File: src/rtl/pix_stream_pkg.sv
// Shared types and constants for the raster pixel stream source.
// Build option: PIX_STREAM_GAP_EN enables the inter-row gap state in the top.
package pix_stream_pkg;

  localparam int DATA_W_DEF    = 8;
  localparam int ADDR_W_DEF    = 20;
  localparam int DIM_W_DEF     = 16;
  // RAM read strobe to out_valid: one cycle of RAM latency plus the output register.
  localparam int RD_PIPE_DEPTH = 2;

  typedef enum logic [1:0] {
    ST_IDLE  = 2'd0,
    ST_RUN   = 2'd1,
    ST_GAP   = 2'd2,
    ST_DRAIN = 2'd3
  } state_e;

endpackage

File: src/rtl/pix_stream_src_raster_addr_gen.sv
// Raster position generator: row/col/linear address counters for one frame.
// The address is a running counter, so no row*width multiply is needed.
// Build option: none (PIX_STREAM_GAP_EN only affects the top).
module raster_addr_gen
  import pix_stream_pkg::*;
#(
  parameter int ADDR_W = ADDR_W_DEF,
  parameter int DIM_W  = DIM_W_DEF
) (
  input  logic              clk,
  input  logic              rst,
  input  logic              clear,
  input  logic              step,
  input  logic [DIM_W-1:0]  width,
  input  logic [DIM_W-1:0]  height,
  output logic              eol,
  output logic              last,
  output logic [DIM_W-1:0]  row,
  output logic [DIM_W-1:0]  col,
  output logic [ADDR_W-1:0] addr
);

  logic [DIM_W-1:0]  row_q, row_d;
  logic [DIM_W-1:0]  col_q, col_d;
  logic [ADDR_W-1:0] addr_q, addr_d;

  // Flags describe the position currently being read.
  assign eol  = (col_q == (width - DIM_W'(1)));
  assign last = eol && (row_q == (height - DIM_W'(1)));

  assign row  = row_q;
  assign col  = col_q;
  assign addr = addr_q;

  // Next position: clear wins over step; col wraps at the row end.
  always_comb begin
    row_d  = row_q;
    col_d  = col_q;
    addr_d = addr_q;
    if (clear) begin
      row_d  = '0;
      col_d  = '0;
      addr_d = '0;
    end else if (step) begin
      addr_d = addr_q + ADDR_W'(1);
      if (eol) begin
        col_d = '0;
        row_d = row_q + DIM_W'(1);
      end else begin
        col_d = col_q + DIM_W'(1);
      end
    end
  end

  // Counter registers.
  always_ff @(posedge clk) begin
    if (rst) begin
      row_q  <= '0;
      col_q  <= '0;
      addr_q <= '0;
    end else begin
      row_q  <= row_d;
      col_q  <= col_d;
      addr_q <= addr_d;
    end
  end

endmodule

File: src/rtl/pix_stream_src.sv
// Raster-order pixel stream source: reads a WxH frame from a synchronous
// image RAM and emits it as a valid/pixel stream with row and frame markers.
// Build option: PIX_STREAM_GAP_EN adds gap_cycles and the GAP state, which
// inserts idle cycles between rows.
module pix_stream_src
  import pix_stream_pkg::*;
#(
  parameter int DATA_W = DATA_W_DEF,
  parameter int ADDR_W = ADDR_W_DEF,
  parameter int DIM_W  = DIM_W_DEF
) (
  input  logic              clk,
  input  logic              rst,
  input  logic              start,
  input  logic              pause,
  input  logic [DIM_W-1:0]  img_width,
  input  logic [DIM_W-1:0]  img_height,
  output logic              mem_rd_en,
  output logic [ADDR_W-1:0] mem_addr,
  input  logic [DATA_W-1:0] mem_rdata,
  output logic              out_valid,
  output logic [DATA_W-1:0] out_pixel,
  output logic              out_eol,
  output logic              out_last,
  output logic              busy,
  output logic              done
`ifdef PIX_STREAM_GAP_EN
  ,
  input  logic [7:0]        gap_cycles
`endif
);

  state_e state_q, state_d;

  logic [DIM_W-1:0] w_q, h_q;
  logic             latch_dims;

  logic              gen_clear, gen_step;
  logic              gen_eol, gen_last;
  logic [DIM_W-1:0]  gen_row, gen_col;
  logic [ADDR_W-1:0] gen_addr;

  logic rd_en;
  logic done_q, done_d;

  logic [RD_PIPE_DEPTH-1:0] vld_sr_q;
  logic [RD_PIPE_DEPTH-1:0] eol_sr_q;
  logic [RD_PIPE_DEPTH-1:0] last_sr_q;
  logic [DATA_W-1:0]        pix_p2;

`ifdef PIX_STREAM_GAP_EN
  logic [7:0] gap_q, gap_d;
`endif

  raster_addr_gen #(
    .ADDR_W (ADDR_W),
    .DIM_W  (DIM_W)
  ) u_addr_gen (
    .clk    (clk),
    .rst    (rst),
    .clear  (gen_clear),
    .step   (gen_step),
    .width  (w_q),
    .height (h_q),
    .eol    (gen_eol),
    .last   (gen_last),
    .row    (gen_row),
    .col    (gen_col),
    .addr   (gen_addr)
  );

  // Row/col are only observability outputs of the generator; flags carry what we need.
  logic unused_pos;
  assign unused_pos = ^{gen_row, gen_col};

  // FSM next state, read issue and counter control.
  always_comb begin
    state_d    = state_q;
    done_d     = 1'b0;
    gen_clear  = 1'b0;
    gen_step   = 1'b0;
    latch_dims = 1'b0;
    rd_en      = 1'b0;
`ifdef PIX_STREAM_GAP_EN
    gap_d      = gap_q;
`endif
    case (state_q)
      ST_IDLE: begin
        if (start) begin
          latch_dims = 1'b1;
          gen_clear  = 1'b1;
          // An empty frame completes immediately without touching the RAM.
          if ((img_width == '0) || (img_height == '0)) begin
            done_d = 1'b1;
          end else begin
            state_d = ST_RUN;
          end
        end
      end
      ST_RUN: begin
        if (!pause) begin
          rd_en    = 1'b1;
          gen_step = 1'b1;
          if (gen_last) begin
            state_d = ST_DRAIN;
`ifdef PIX_STREAM_GAP_EN
          end else if (gen_eol && (gap_cycles != 8'd0)) begin
            state_d = ST_GAP;
            gap_d   = gap_cycles;
`endif
          end
        end
      end
`ifdef PIX_STREAM_GAP_EN
      ST_GAP: begin
        // Counts every cycle regardless of pause, so the gap length is fixed.
        if (gap_q <= 8'd1) begin
          state_d = ST_RUN;
        end else begin
          gap_d = gap_q - 8'd1;
        end
      end
`endif
      ST_DRAIN: begin
        // The frame's last pixel on the output means nothing is left in flight.
        if (last_sr_q[RD_PIPE_DEPTH-1]) begin
          done_d  = 1'b1;
          state_d = ST_IDLE;
        end
      end
      default: begin
        state_d = ST_IDLE;
      end
    endcase
  end

  // Control state and read-tracking shift registers; reset flushes everything in flight.
  always_ff @(posedge clk) begin
    if (rst) begin
      state_q   <= ST_IDLE;
      done_q    <= 1'b0;
      vld_sr_q  <= '0;
      eol_sr_q  <= '0;
      last_sr_q <= '0;
`ifdef PIX_STREAM_GAP_EN
      gap_q     <= 8'd0;
`endif
    end else begin
      state_q   <= state_d;
      done_q    <= done_d;
      // p0 -> p1: read issued, data returns from the RAM next cycle
      // p1 -> p2: RAM data captured into the output register
      vld_sr_q  <= {vld_sr_q[RD_PIPE_DEPTH-2:0], rd_en};
      eol_sr_q  <= {eol_sr_q[RD_PIPE_DEPTH-2:0], rd_en & gen_eol};
      last_sr_q <= {last_sr_q[RD_PIPE_DEPTH-2:0], rd_en & gen_last};
`ifdef PIX_STREAM_GAP_EN
      gap_q     <= gap_d;
`endif
    end
  end

  // Frame dimensions captured when a start is accepted.
  always_ff @(posedge clk) begin
    if (latch_dims) begin
      w_q <= img_width;
      h_q <= img_height;
    end
  end

  // Output pixel register; cleared on reset so the stream reads zero afterwards.
  always_ff @(posedge clk) begin
    if (rst) begin
      pix_p2 <= '0;
    end else if (vld_sr_q[RD_PIPE_DEPTH-2]) begin
      pix_p2 <= mem_rdata;
    end
  end

  assign mem_rd_en = rd_en;
  assign mem_addr  = gen_addr;
  assign out_valid = vld_sr_q[RD_PIPE_DEPTH-1];
  assign out_eol   = eol_sr_q[RD_PIPE_DEPTH-1];
  assign out_last  = last_sr_q[RD_PIPE_DEPTH-1];
  assign out_pixel = pix_p2;
  assign busy      = (state_q != ST_IDLE);
  assign done      = done_q;

endmodule

File: config.mk
export PLATFORM = sky130hd
export DESIGN_NAME = pix_stream_src
export DESIGN_NICKNAME = d
export VERILOG_FILES = /design/src/rtl/pix_stream_pkg.sv /design/src/rtl/pix_stream_src_raster_addr_gen.sv /design/src/rtl/pix_stream_src.sv
export SDC_FILE = /design/constraint.sdc
export NUM_CORES = 1
export LEC_CHECK = 0
export ABC_AREA = 1
export CORE_UTILIZATION = 45
export CTS_CLUSTER_DIAMETER = 80
export DETAILED_ROUTE_END_ITERATION = 6
export MAX_ROUTING_LAYER = met4
export PLACE_DENSITY = 0.64
export SLEW_MARGIN = 20
export SYNTH_ARGS = -nofsm -noshare
export SYNTH_HDL_FRONTEND = slang
export SYNTH_SLANG_ARGS = --single-unit
File: constraint.sdc
create_clock -name clk -period 3.8 [get_ports clk]
set_clock_uncertainty 0.1 [all_clocks]
set_input_delay 0.76 -clock clk [delete_from_list [all_inputs] [get_ports clk]]
set_output_delay 0.76 -clock clk [all_outputs]
set_load 0.005 [all_outputs]
==> flow_metrics.py, run 1 <==
metrics = {
    "outcome": {
        "status": "complete, no violations",
    },
    "timing": {
        "fin_crit_ps": 2950,
        "drv_slew": 0,
        "setup_violations": 0,
        "clock.fmax_mhz": 340,
        "slew_headroom": 0.441,
        "fin_setup_tns_ps": 0,
        "fin_crit_sh": 0.775,
        "rsz0062_at_grt": "false",
        "hold_viol": 0,
        "max_slew.worst_pin.slew_ps": 838,
    },
    "clock_network": {
        "clockRootBuffer": "clkbuf_16",
        "cts_setup_buffers": 0,
        "cts_resized": 0,
        "insertion_delay_ps": 350,
        "numCtsBuffers": 9,
        "cts-hold-fix-buffers": 0,
        "cts_buffer_depth": 2,
        "clock_sinks": 101,
        "clkTransAtPathRegs_ps": 70,
        "cts_tree": "yes",
        "cts-htree-levels": 3,
    },
    "yosys": {
        "syn-num-nets": 869,
        "synth_ff_type": "dfxtp_1",
        "ys_types": 42,
        "ys_async_sr_fraction": 0,
        "syn_area_um2": 5860,
        "netlist_instances": 817,
        "synth_edf_count": 32,
        "ys_warn_count": 0,
        "synth_seq_area_share": 0.400,
        "synth_seq_cells": 101,
        "syn-mean-instance-area_um2": 7.17,
    },
    "critical_path": {
        "crit_fanout": 6,
        "cp_slowest_cell": "clkdlybuf4s50_1",
        "worstSetupEndpointType": "primary output",
        "cp_num_buf_inv": 4,
        "cp.required_ps": 2940,
        "crit_type": "input port to primary output",
        "cpLargestDelayFamily": "buffers and inverters",
        "cpPeakStageDelay_ps": 550,
        "path_cells": "clkdlybuf4s50_1 -> inv_1 -> nand2_1 -> inv_1 -> clkdlybuf4s50_1",
        "arrival_ps": 2090,
        "critPathLaunchType": "input port",
    },
    "global_route": {
        "grt_overflow_total": 0,
        "grt_pass1_wl_mm": 22.8,
        "grt_max_degree": 34,
        "grt_pass1_vias": 4909,
        "antenna_found_initial": 0,
        "grtUsageTotal": 0.222,
    },
    "floorplanning": {
        "die_w_um": 116,
        "start_util": 0.463,
        "ioPinCount": 78,
        "die_h_um": 116,
        "rows": 41,
        "coreArea_um2": 12700,
        "die_area_um2": 13500,
    },
    "power_and_ir_drop": {
        "powerDensity_nw_per_um2": 352,
        "finalPower_mw": 2.51,
        "ir_worst_vdd_uv": 283,
        "p_leak_nw": 2.85,
    },
    "hold_path": {
        "hold_path.class": "flip-flop to flip-flop",
    },
    "drt": {
        "drc": 0,
        "drt-pass1-iter-count": 6,
        "final_antenna_net_count": 0,
        "vias": 5341,
        "drt_wl_total_mm": 13.7,
        "drtIter0Drc": 377,
        "wl_per_cell_um": 12.8,
        "via_per_inst": 4.97,
    },
    "placement": {
        "port_buffers": 77,
        "place_congestion": 0.909,
        "dpl.hpwl_mm": 10.5,
    },
    "final_layout": {
        "nets": 949,
        "area_growth_pct": 21.8,
        "diodes": 0,
        "drive_above_1_share": 0.0521,
    },
    "job": {
        "maxCapViolCount": 0,
    },
}
==> sequential cells by signal, summed over array words and instances (netlist names) <==
name / cells
last_sr_q: 2
u_addr_gen.addr: 20
state_q: 2
h_q: 16
u_addr_gen.col: 16
done: 1
eol_sr_q: 2
vld_sr_q: 2
w_q: 16
out_pixel: 8
u_addr_gen.row: 16
==> layout by cell type, fill, tap and decap left out, types with 2 or more instances in the layout <==
cell type	Yosys	routed
a21oi_1	33	33
buf_4	2	5
clkbuf_16	0	11
clkdlybuf4s50_1	0	77
dfxtp_1	69	69
edfxtp_1	32	32
ha_1	8	8
inv_1	108	108
inv_2	4	4
nand2_1	191	191
nand2_4	3	3
nand3_1	56	56
nand3_4	3	3
nand3b_1	7	7
nand4_1	33	33
nor2_1	136	136
nor2_2	6	6
nor2_4	3	3
nor3_1	16	16
nor4_1	3	3
o21a_1	4	4
o21ai_0	24	24
o21ai_1	2	2
xnor2_1	15	15
xor2_1	32	32
==> cell type report <==
type	instances	area (um^2)
clock buffers	12	279
fillers	1213	5540
inverters	113	424
clock inverters	4	51.3
well taps	172	215
repair buffers	82	808
flip-flops and latches	101	2340
multi-input cells	590	3020
==> metrics by stage <==
stage	utilization	hold WS [ps]	cell area (um^2)	worst slack [ps]	std cells
3_5_place_dp	0.537	296	6810	743	1058
5_1_grt	0.563	337	7140	772	1074
4_1_cts	0.563	315	7140	832	1074
3_3_place_gp	0.537	300	6810	834	1058
2_1_floorplan	-	288	5860	1310	817
6_report	0.563	312	7140	855	1074
==> final timing paths <==
path              slack, ps  depth (start not counted)                              to                    from
setup reg to reg       1030                         13  u_addr_gen.row[9]$_SDFFE_PP0P_        w_q[0]$_DFFE_PP_
hold reg to reg         310                          2          eol_sr_q[1]$_SDFF_PP0_  eol_sr_q[0]$_SDFF_PP0_
hold / removal          310                          2          eol_sr_q[1]$_SDFF_PP0_  eol_sr_q[0]$_SDFF_PP0_
setup / recovery        850                          5                       mem_rd_en                   pause
==> layer usage <==
metal / part of all wire / routed length (um) / track usage / up-vias
met5: 0 / 0 / - / -
met4: 0.015 / 206 / 0.0838 / 0
met3: 0.042 / 580 / 0.0363 / 17
met2: 0.45 / 6250 / 0.336 / 124
met1: 0.49 / 6710 / 0.298 / 2418
li1: - / - / - / 2782
==> cells in the mapped netlist (4+ instances only) <==
cell,instances,share of area
clkbuf_1,7,0.0045
nand3_1,56,0.048
inv_1,108,0.069
nand3b_1,7,0.0090
nor2_1,136,0.087
nand4_1,33,0.035
nand2_1,191,0.12
ha_1,8,0.017
edfxtp_1,32,0.16
o21a_1,4,0.0051
a21oi_1,33,0.028
inv_2,4,0.0026
o21ai_0,24,0.020
nor2_2,6,0.0064
nor3_1,16,0.014
xor2_1,32,0.048
xnor2_1,15,0.022
dfxtp_1,69,0.24
==> power by group <==
group	internal, mW	total, mW	switching, mW
Sequential	1.16	1.20	0.0377
Combinational	0.133	0.314	0.180
Clock	0.591	1.00	0.409
Total	1.88	2.51	0.627
==> worst reg2reg max path, cell delays in order, from the launching register on <==
cell and delay (ps):
edfxtp_1 440, inv_2 110, ha_1 260, inv_1 60, nand2_1 80, nand2_1 60, nand2_1 80, nand2_1 60
nor2_1 120, nand2_1 100, nor3_4 650, nand3_4 300, nand2_1 140, a21oi_1 60
==> cell families (layout without fill, tap and decap cells) <==
group	Yosys count	count (layout)	synth area share
XOR/XNOR	49	49	0.0769
flip-flops	101	101	0.400
adder cells (fa/ha/maj)	8	8	0.0171
AO/OA/AOI/OAI	65	65	0.0579
buffers and inverters	126	211	0.0858
AND/OR/NAND/NOR	468	468	0.363
(Power assumes the default switching activity.)
==> inputs of run 2 (changes only) <==
- PLACE_DENSITY: 0.64 -> 0.67
- clock period: 3.8 -> 2.5 ns (I/O delays scaled with it)
==> flow_metrics.py, run 2 (same netlist as run 1, synthesis figures left out) <==
metrics = {
    "clock_network": {
        "cts-hold-fix-buffers": 0,
        "cts_resized": 1,
        "numCtsBuffers": 9,
        "cts-htree-levels": 3,
        "cts_tree": "yes",
        "clock_sinks": 101,
        "cts_buffer_depth": 2,
        "clkTransAtPathRegs_ps": 70,
        "insertion_delay_ps": 350,
        "clockRootBuffer": "clkbuf_16",
        "cts_setup_buffers": 0,
    },
    "placement": {
        "place_congestion": 0.866,
        "port_buffers": 77,
        "dpl.hpwl_mm": 10.2,
        "dp_slack_ps": -19.3,
    },
    "drt": {
        "route.met3.wl_um": 676,
        "vias": 5258,
        "drt_wl_total_mm": 13.3,
        "final_antenna_net_count": 0,
        "wl_met2_mm": 5.88,
        "drc": 0,
        "drtIter0Drc": 230,
        "routed.top_layer": "met4",
        "drt-pass1-iter-count": 5,
        "via_per_inst": 4.84,
        "wl_per_cell_um": 12.2,
        "wl_met1_mm": 6.56,
    },
    "floorplanning": {
        "ioPinCount": 78,
        "die_h_um": 116,
        "die_area_um2": 13500,
        "rows": 41,
        "die_w_um": 116,
        "start_util": 0.463,
        "coreArea_um2": 12700,
    },
    "timing": {
        "rsz0062_at_grt": "false",
        "setup_violations": 0,
        "drv_slew": 0,
        "holdWs_ps": 309,
        "layout_setup_ws_ps": 122,
        "fin_crit_sh": 0.951,
        "clock.fmax_mhz": 421,
        "max_slew.worst_pin.slew_ps": 819,
        "hold_viol": 0,
        "slew_headroom": 0.453,
        "fin_crit_ps": 2380,
    },
    "final_layout": {
        "fin_util": 0.569,
        "final_common_cell": "nand2_1",
        "layout_common_cells": "nand2_1 (190), nor2_1 (134), inv_1 (107), clkdlybuf4s50_1 (77), dfxtp_1 (69)",
        "area_growth_pct": 23.0,
        "nets": 962,
        "diodes": 0,
        "fill_cells": 1239,
        "drive_above_1_share": 0.0732,
        "largest_register_ffs": 20,
    },
    "critical_path": {
        "reg2reg_depth": 13,
        "crit_fanout": 6,
        "arrival_ps": 1780,
        "r2r-end": "u_addr_gen.col[4]$_SDFFE_PP0P_",
        "crit_type": "input port to primary output",
        "worstSetupEndpointType": "primary output",
        "cp.required_ps": 1900,
        "regToRegSetupSlack_ps": 230,
        "rr_startpoint": "w_q[0]$_DFFE_PP_",
        "critPathLaunchType": "input port",
    },
    "outcome": {
        "status": "complete, no violations",
    },
    "hold_path": {
        "hold_start": "eol_sr_q[0]$_SDFF_PP0_",
        "hold_path.class": "flip-flop to flip-flop",
        "min_to": "eol_sr_q[1]$_SDFF_PP0_",
        "hold_depth": 2,
    },
    "power_and_ir_drop": {
        "finalPower_mw": 3.68,
        "p_leak_nw": 2.89,
        "powerDensity_nw_per_um2": 511,
        "ir_worst_vdd_uv": 316,
    },
    "global_route": {
        "grt_overflow_total": 0,
        "grt_pass1_wl_mm": 22.4,
        "antenna_found_initial": 0,
        "grt_max_degree": 34,
        "grt_pass1_vias": 4790,
        "grtUsageTotal": 0.218,
    },
    "job": {
        "maxCapViolCount": 0,
    },
}
## run 2: cell types whose count changed in the layout (fill, tap and decap cells not counted), moves of 2 or more
cell       change
buf_4         +13
ha_1           -2
nor2_1         -2
clkbuf_16      -2
nor2_2         +2
inv_6          +3
ha_2           +2
## run 2: how the worst max path moves through the flow
| stage | start | end | slack [ps] | cells past startpoint |
|---|---|---|---|---|
| 5_1_grt | state_q[1]$_SDFFE_PP0P_ | mem_rd_en | 4 | 5 |
| 3_5_place_dp | pause | mem_rd_en | -20 | 5 |
| 4_1_cts | pause | mem_rd_en | 20 | 5 |
| 2_1_floorplan | state_q[0]$_SDFFE_PP0P_ | u_addr_gen.addr[17]$_SDFFE_PP0P_ | 150 | 9 |
| 6_report | pause | mem_rd_en | 120 | 5 |
| 3_3_place_gp | pause | mem_rd_en | -6 | 5 |
## run 2: cell type report
class | instances | area, um^2 | area share
Clock buffer | 10 | 239 | 0.0332
Clock inverter | 6 | 51.3 | 0.00712
Inverter | 113 | 424 | 0.0589
Multi-Input combinational cell | 590 | 3030 | 0.420
Sequential cell | 101 | 2340 | 0.325
Tap cell | 172 | 215 | 0.0299
Timing Repair Buffer | 95 | 906 | 0.126
## run 2: power by group
group,internal (mW),switching [mW]
Combinational,0.212,0.269
Sequential,1.76,0.0576
Clock,0.721,0.660
Total,2.70,0.987
## run 2: stage by stage
| step | cell area [um^2] | std cells | TNS, ps |
|---|---|---|---|
| CTS | 7190 | 1087 | 0 |
| floorplan | 5860 | 817 | 0 |
| global route | 7210 | 1087 | 0 |
| finish | 7210 | 1087 | 0 |
| detailed placement | 6900 | 1071 | -38.2 |
| global placement | 6900 | 1071 | -6.29 |
## run 2: layer usage
metal  GRT usage  vias to the layer above
met3      0.0550                       12
met4      0.0598                        0
met5           -                        -
met1       0.287                     2333
met2       0.331                      102
li1            -                     2811
## run 2: worst max-delay path, stage by stage
cell	delay, ps
clkdlybuf4s50_1	420
inv_1	70
nand2_2	110
inv_2	120
clkdlybuf4s50_1	550
